## src/rtl/relu_maxpool.sv

```systemverilog
// relu_maxpool: requantize (arithmetic shift), ReLU with unsigned saturation,
// and 2x2 stride-2 pooling over a raster-ordered accumulator stream.
// Pooled pixels leave through a single-entry valid/ready output register.
// Build option: define POOL_AVG_EN for floor-average pooling instead of max.
// Assumes ACC_WIDTH > DATA_WIDTH and an even MAP_WIDTH/MAP_HEIGHT >= 2.
module relu_maxpool #(
  parameter int DATA_WIDTH = 8,
  parameter int ACC_WIDTH  = 20,
  parameter int MAP_WIDTH  = 8,
  parameter int MAP_HEIGHT = 8,
  parameter int SHIFT      = 4
) (
  input  logic                  i_clk,
  input  logic                  i_rst,
  input  logic                  i_start,
  input  logic                  i_valid,
  output logic                  o_ready,
  input  logic [ACC_WIDTH-1:0]  i_data,
  output logic                  o_valid,
  input  logic                  i_ready,
  output logic [DATA_WIDTH-1:0] o_data,
  output logic                  o_busy,
  output logic                  o_done
);

  localparam int NPIX     = MAP_WIDTH * MAP_HEIGHT;
  localparam int NOUT     = NPIX / 4;
  localparam int CW       = $clog2(MAP_WIDTH);
  localparam int RW       = $clog2(MAP_HEIGHT);
  localparam int IW       = $clog2(NPIX + 1);
  localparam int OW       = $clog2(NOUT + 1);
  localparam int LB_DEPTH = MAP_WIDTH / 2;
  localparam int LBW      = (LB_DEPTH > 1) ? $clog2(LB_DEPTH) : 1;
  localparam int PIX_MAX  = (2 ** DATA_WIDTH) - 1;
`ifdef POOL_AVG_EN
  localparam int LBDW     = DATA_WIDTH + 1;
`else
  localparam int LBDW     = DATA_WIDTH;
`endif

  typedef enum logic [1:0] {IDLE, RUN, DONE} state_t;

  state_t                 state;
  state_t                 state_nx;
  logic [CW-1:0]          col;
  logic [RW-1:0]          row;
  logic [IW-1:0]          in_cnt;
  logic [OW-1:0]          out_cnt;
  logic [DATA_WIDTH-1:0]  h;
  logic [DATA_WIDTH-1:0]  pix;
  logic signed [ACC_WIDTH-1:0] q;
  logic [LBDW-1:0]        line_buf [LB_DEPTH];
  logic [LBW-1:0]         lb_idx;
  logic [LBDW-1:0]        pair;
  logic [DATA_WIDTH-1:0]  pooled;
`ifdef POOL_AVG_EN
  logic [DATA_WIDTH+1:0]  total;
`endif
  logic                   xfer;
  logic                   produce;
  logic                   accept;
  logic                   last_out;

  assign xfer     = i_valid && o_ready;
  assign produce  = xfer && col[0] && row[0];
  assign accept   = o_valid && i_ready;
  assign last_out = (out_cnt == OW'(NOUT - 1));
  assign lb_idx   = LBW'(col >> 1);

  // Requantize the accumulator and clamp into the unsigned pixel range.
  always_comb begin
    q = $signed(i_data) >>> SHIFT;
    if (q[ACC_WIDTH-1]) begin
      pix = '0;
    end else if ($unsigned(q) > ACC_WIDTH'(PIX_MAX)) begin
      pix = '1;
    end else begin
      pix = q[DATA_WIDTH-1:0];
    end
  end

`ifdef POOL_AVG_EN
  // Pair sum for the odd column, then floor of the four-pixel mean.
  always_comb begin
    pair   = {1'b0, h} + {1'b0, pix};
    total  = {1'b0, line_buf[lb_idx]} + {1'b0, pair};
    pooled = total[DATA_WIDTH+1:2];
  end
`else
  // Horizontal max for the odd column, then vertical max against the line buffer.
  always_comb begin
    pair   = (pix > h) ? pix : h;
    pooled = (line_buf[lb_idx] > pair) ? line_buf[lb_idx] : pair;
  end
`endif

  // State register.
  always_ff @(posedge i_clk or posedge i_rst) begin
    if (i_rst) begin
      state <= IDLE;
    end else begin
      state <= state_nx;
    end
  end

  // Next-state logic and status/handshake outputs.
  always_comb begin
    state_nx = state;
    o_busy   = 1'b0;
    o_done   = 1'b0;
    o_ready  = 1'b0;
    case (state)
      IDLE: begin
        if (i_start) begin
          state_nx = RUN;
        end
      end
      RUN: begin
        o_busy  = 1'b1;
        o_ready = (!o_valid || i_ready) && (in_cnt < IW'(NPIX));
        if (accept && last_out) begin
          state_nx = DONE;
        end
      end
      DONE: begin
        o_done   = 1'b1;
        state_nx = IDLE;
      end
      default: state_nx = IDLE;
    endcase
  end

  // Raster counters, output count and the single-entry output register.
  always_ff @(posedge i_clk or posedge i_rst) begin
    if (i_rst) begin
      col     <= '0;
      row     <= '0;
      in_cnt  <= '0;
      out_cnt <= '0;
      o_valid <= 1'b0;
      o_data  <= '0;
    end else if (state == IDLE && i_start) begin
      col     <= '0;
      row     <= '0;
      in_cnt  <= '0;
      out_cnt <= '0;
      o_valid <= 1'b0;
    end else begin
      if (xfer) begin
        in_cnt <= in_cnt + 1'b1;
        if (col == CW'(MAP_WIDTH - 1)) begin
          col <= '0;
          row <= (row == RW'(MAP_HEIGHT - 1)) ? '0 : row + 1'b1;
        end else begin
          col <= col + 1'b1;
        end
      end
      // Producing is only possible when the register is empty or draining,
      // so a load never overwrites an unaccepted pixel.
      if (produce) begin
        o_valid <= 1'b1;
        o_data  <= pooled;
      end else if (i_ready) begin
        o_valid <= 1'b0;
      end
      if (accept) begin
        out_cnt <= out_cnt + 1'b1;
      end
    end
  end

  // Horizontal hold register and line buffer; contents need no reset.
  always_ff @(posedge i_clk) begin
    if (xfer && !col[0]) begin
      h <= pix;
    end
    if (xfer && col[0] && !row[0]) begin
      line_buf[lb_idx] <= pair;
    end
  end

endmodule

```

## config.mk

```make
export PLATFORM = sky130hd
export DESIGN_NAME = relu_maxpool
export DESIGN_NICKNAME = d
export VERILOG_FILES = /design/src/rtl/relu_maxpool.sv
export SDC_FILE = /design/constraint.sdc
export NUM_CORES = 1
export LEC_CHECK = 0
export BUFFER_PORTS_ARGS = -buffer_cell sky130_fd_sc_hd__buf_4
export CAP_MARGIN = 20
export CORE_MARGIN = 10
export CORE_UTILIZATION = 53
export CTS_CLUSTER_DIAMETER = 100
export CTS_CLUSTER_SIZE = 40
export DETAILED_ROUTE_END_ITERATION = 16
export HOLD_SLACK_MARGIN = 0.03
export PLACE_DENSITY = 0.88
export SKIP_CTS_REPAIR_TIMING = 1
export SKIP_LAST_GASP = 1
export SLEW_MARGIN = 10
export SYNTH_ARGS = -nofsm -noshare
export SYNTH_HDL_FRONTEND = slang
export SYNTH_SLANG_ARGS = --single-unit
```

## constraint.sdc

```tcl
create_clock -name i_clk -period 3.5 [get_ports i_clk]
set_input_delay 0.175 -clock i_clk [delete_from_list [all_inputs] [get_ports i_clk]]
set_output_delay 0.175 -clock i_clk [all_outputs]
set_load 0.01 [all_outputs]
```

-- Word level (Yosys, flattened, before mapping)
Memories as Yosys holds them, arrays and structs flattened.
Cells that the tools add are included.
- add/sub/neg operators: 4
- order comparisons: 4
- bitwise gates (word level): 1
- reduce and logical (&&, ||, !) cells: 21
- mux-type cells: 26
- eq/ne operators: 7
- operator list (operator ; count):
    8-bit 2-to-1 mux ; 4
    3-bit 2-to-1 mux ; 7
    20-bit by 8-bit > comparator with 1-bit output (second input constant) ; 1
    8-bit > comparator ; 2
    7-bit 2-to-1 mux ; 2
    5-bit 2-to-1 mux ; 2
    1-bit logical AND ; 9
    1-bit 2-to-1 mux ; 8
    7-bit by 1-bit adder with 7-bit output (second input constant) ; 1
    7-bit < comparator (second input constant) ; 1
    3-bit by 1-bit adder with 3-bit output (second input constant) ; 2
    3-bit equality test (second input constant) ; 2
    2-bit AND reduction ; 3
    2-bit nonzero test ; 3
    5-bit by 1-bit adder with 5-bit output (second input constant) ; 1
    5-bit by 4-bit equality test with 1-bit output (second input constant) ; 1
    2-bit 2-to-1 mux ; 2
    2-bit inequality test (second input constant) ; 2
    2-bit one-hot mux with 2 select lines ; 1
    1-bit zero test ; 3
    3-bit nonzero test ; 1
    2-bit by 1-bit equality test with 1-bit output (second input constant) ; 1
    2-bit equality test (second input constant) ; 1
    2-bit zero test ; 1
    other kinds (2) ; 2
- register bits: 37
- memories: 1
- input port bits: 25
- memory bits (writable): 32
- memory list (name ; depth ; bits a word ; rd ports ; clocked after memory_dff ; wr ports ; line ; source):
    line_buf ; 4 ; 8 ; 1 ; 0 ; 1 ; 52 ; logic [LBDW-1:0] line_buf [LB_DEPTH];

-- Longest topological paths before layout
- depth after elaboration: 9
- gate-level depth with buffers: 20
- gate-level depth less buffers: 17

-- Worst setup path before layout
No wires, ideal clock.
- kind: input -> register
- from: input port i_data[19]
- to: register o_data[6]
- setup slack: -0.547 ns
- setup time: 0.126 ns
- data arrival time: 3.921 ns
- data required time: 3.374 ns
- stages: 19
- cell sequence: buf_6 or4_4 buf_6 nor3_1 nor2_1 ha_1 nor2b_1 o211ai_1 a21oi_1 o22ai_2 mux2_2 inv_1 ha_1 a21oi_1 a21boi_0 o32a_1 buf_1 and3_1 a221o_1
- word-level cells in the longest chain between the ends: 7
- RTL lines (item ; line ; source):
    from (decl) ; 18 ; input logic [ACC_WIDTH-1:0] i_data,
    20-bit by 8-bit > comparator with 1-bit output ; 75 ; end else if ($unsigned(q) > ACC_WIDTH'(PIX_MAX)) begin
    8-bit 2-to-1 mux ; 75 ;
    8-bit 2-to-1 mux (*) ; 73 ; if (q[ACC_WIDTH-1]) begin
    via pix[1] ; 50 ; logic [DATA_WIDTH-1:0] pix;
    8-bit > comparator (*) ; 92 ; pair = (pix > h) ? pix : h;
    8-bit 2-to-1 mux (*) ; 92 ;
    via pair[6] ; 54 ; logic [LBDW-1:0] pair;
    8-bit > comparator ; 93 ; pooled = (line_buf[lb_idx] > pair) ? line_buf[lb_idx] : pair;
    8-bit 2-to-1 mux (*) ; 93 ;
    to (signal assigned) ; 162 ; o_data <= pooled;
    to (decl) ; 21 ; output logic [DATA_WIDTH-1:0] o_data,
Mark *: on every way through the listed nets, which the timed path passes. The rest lies on a longest branch.
A chain may end at the register's enable or synchronous reset.

-- Worst setup path in the final report
- from: input port i_data[12]
- to: register o_data[6]
- word-level cells in the longest chain between the ends: 7
- RTL lines (item ; line):
    20-bit by 8-bit > comparator with 1-bit output (*) ; 75
    8-bit 2-to-1 mux (*) ; 75
    8-bit 2-to-1 mux (*) ; 73
    via pix[7] ; 50
    8-bit > comparator ; 92
    8-bit 2-to-1 mux (*) ; 92
    8-bit > comparator ; 93
    8-bit 2-to-1 mux (*) ; 93
Marked as above.

==> summary.txt <==
Run status
  • Status: finished with violations
  • Violated checks: setup timing

CTS
  • H-tree depth: 3
  • Reg clk slew, reported paths: 70 ps
  • CTS Buffer Depth: 2
  • CTS buffer count: 9
  • CTS Root Cell: clkbuf_8
  • TritonCTS clock tree: built
  • CTS sink count: 69
  • Clock latency at the later pin of the worst-skew pair: 350 ps

Setup path
  • R2r endpoint: o_data[6]
  • Critical Path Sink Type: register
  • Flop2flop setup slack: 120 ps
  • WP data arrival: 3910 ps
  • Critical Path Start Type: input pin
  • Critical path class: input pin to register
  • RR Startpoint: h[1]
  • CP max FO: 7
  • Reg2reg path depth: 14
  • Worst EP required: 3730 ps

Synthesis
  • Synth Area in XOR/XNOR: 1.80%
  • Library cells used by synthesis: 40
  • Complex-gate fraction of the synthesized area: 6.21%
  • Mux contribution to synthesized area: 8.05%
  • Adder-cell share of the synthesized area: 8.45%
  • Avg Inst Size Synth: 12.3 um^2
  • Sequential area share after synthesis: 56.6%
  • Yosys warning total: 0
  • Syn_nets: 325
  • Instance count of the mapped netlist: 277
  • Mapped Area: 0.00340 mm^2
  • Largest family of logic cells by synthesized area: simple AND/OR/NAND/NOR gates
  • Post-synthesis simple-gate area fraction: 15.1%
  • Post-synthesis register bit count: 69

Routing
  • Wire per inst: 18.8 um
  • Detail Route Antenna Nets: 0
  • Pre-antenna DRT Iters: 4
  • DRT Wirelength: 8.02 mm
  • Routed vias: 2516
  • DRT iter0 DRCs: 168
  • Vias/cell: 5.91
  • DRC: 0

Global routing
  • Vias in the first global route: 2521
  • Grt ovf: 0
  • First-pass GRT wire length: 12.2 mm
  • Pin count of the biggest net entering global routing: 30
  • Gr usage total: 15.2%
  • Initial antenna violation count: 0

Final layout
  • Nets: 392
  • # diodes: 0
  • Commonest cells after routing, fill and taps aside: buf_4, edfxtp_1, dfrtp_1
  • Share of layout cells above drive strength 1: 33.2%
  • Filler Cells Inserted: 428
  • Design Area, Final: 0.00432 mm^2
  • Area grow syn2layout: 26.8%
  • Post-Layout Cell Count: 426
  • Most common cell after layout, fill and taps aside: buf_4

Die
  • Core Footprint: 0.00628 mm^2
  • Die height: 100 um
  • # IOs: 37
  • Die X: 100 um
  • Initial Util: 54.2%
  • Rows: 29
  • DIE AREA: 0.0100 mm^2

Timing
  • Crit path time final: 3680 ps
  • Slew Limit Fails: 0
  • Slew headroom: 47.3%
  • Final setup fails: 8
  • F_max: 272 MHz
  • Worst-Margin Slew: 788 ps
  • Final hold vios: 0
  • WHS: 140 ps
  • Clock Skews: 12.3 ps
  • RSZ-0062 raised after global routing: true
  • Worst Slack Setup Final: -175 ps
  • Final period utilization: 105%

Place
  • Placed wire-length estimate: 5.38 mm
  • Area after DPL: 0.00391 mm^2
  • Post-Place Cells: 401
  • IO Port Bufs: 32
  • Gp weighted congestion: 0.835

Power and ir drop
  • Clock power share: 22.4%
  • Pleak: 1.85 nW
  • Cell Pwr Density: 720 mW/mm^2
  • Combinational power share: 36.9%
  • Int Pwr: 2.05 mW
  • Flop pwr share: 40.7%
  • Worst vdd ir: 0.571 mV
  • Net switching power: 1.06 mW
  • Sw frac: 34.0%
  • PnR Total Power: 3.11 mW

Flow run
  • MaxCap Viol Count: 0

Worst hold path
  • Min-Delay Path Class: input pin to register
  • Worst min-delay path startpoint: i_ready
  • WHS Path Cells: 4
  • Worst hold endpoint: o_valid
## cell usage after synthesis, drive strengths merged
library cell  instances  area share (%)
a211oi                1            0.22
a21boi                1            0.22
a21oi                10             1.5
a221o                 3            0.88
and2                  2            0.37
and3                  7             1.3
buf                   4            0.99
clkbuf                6            0.66
dfrtp                29              21
edfxtp               40              35
ha                   23             8.5
inv                  19             2.1
mux2                  3            0.99
mux2i                 6             1.8
mux4                  8             5.3
nand2                24             2.6
nand2b                2            0.37
nand3                12             1.8
nand3b                1            0.22
nand4                 7             1.3
nor2                 25             2.8
nor2b                 5            0.92
nor3                 10             1.9
nor4                  1            0.18
nor4b                 2            0.70
o211ai                7             1.5
o21a                  1            0.22
o21ai                 5            0.73
o22ai                 1            0.37
o32a                  1            0.29
o41ai                 1            0.26
or3                   1            0.18
or4                   2            0.55
xnor2                 2            0.51
xor2                  5             1.3
## critical path, stage by stage
cell	delay, ps
buf_6	90
or4_4	550
buf_8	160
nor3_4	160
nor2_2	60
ha_1	340
nand4_1	190
o22ai_4	370
mux2i_2	290
ha_1	290
nor2b_4	130
o211ai_1	180
a21oi_1	100
o32a_2	390
and3_1	170
a221o_1	260
## registers in the layout (all words and copies together), names as in the netlist
signal and count:
line_buf 32, h 8, o_data 8, in_cnt 7, out_cnt 5, col 3
row 3, state 2, o_valid 1
## final cells by class
cell class / instances / area, um^2 / share of cell area, %
Tap cell: 77 / 96.3 / 2.23
Clock buffer: 9 / 124 / 2.87
Inverter: 19 / 71.3 / 1.65
Clock inverter: 7 / 90.1 / 2.09
Timing Repair Buffer: 66 / 557 / 12.9
Multi-Input combinational cell: 179 / 1450 / 33.6
Sequential cell: 69 / 1930 / 44.6
## per-layer routing
metal	share of wire, %	GRT usage, %	up-vias
met1	38	17.7	1250
met4	2.0	3.80	0
met2	54	26.1	92
met3	6.2	5.22	20
li1	-	-	1154
met5	0	0	-
## per-stage QoR
stage	utilization, %	setup WS (ps)	TNS (ps)
after floorplan	-	-410	-2670
after global placement	62.3	-458	-3210
after detailed placement	62.3	-600	-4340
after CTS	65.7	-244	-1560
after global routing	68.8	-363	-2600
final	68.8	-175	-1030
## power groups by stage
stage          Sequential (mW)  Combinational (mW)  Clock (mW)
6_report                  1.26                1.15       0.697
3_3_place_gp              1.26               0.895           0
4_1_cts                   1.26               0.969       0.704
5_1_grt                   1.29                1.25       0.744
3_5_place_dp              1.27               0.960           0
2_1_floorplan             1.21               0.675           0
## logic make-up (layout without fill, tap and decap cells)
family | after synthesis | after routing
compound gates | 31 | 31
xor+xnor | 7 | 7
fa+ha+maj | 23 | 23
buf+inv | 29 | 101
flops | 69 | 69
mux | 17 | 17
simple gates | 101 | 101
## how the worst max path moves through the flow
stage,slack (ps),start,end
CTS,-240,i_data[12],o_data[6]
finish,-180,i_data[12],o_data[6]
floorplan,-410,i_data[19],o_data[6]
global route,-360,i_data[12],o_data[6]
detailed placement,-600,i_data[12],o_data[6]
global placement,-460,i_data[12],o_data[7]
Note: power is estimated with default switching activity, not from simulation.
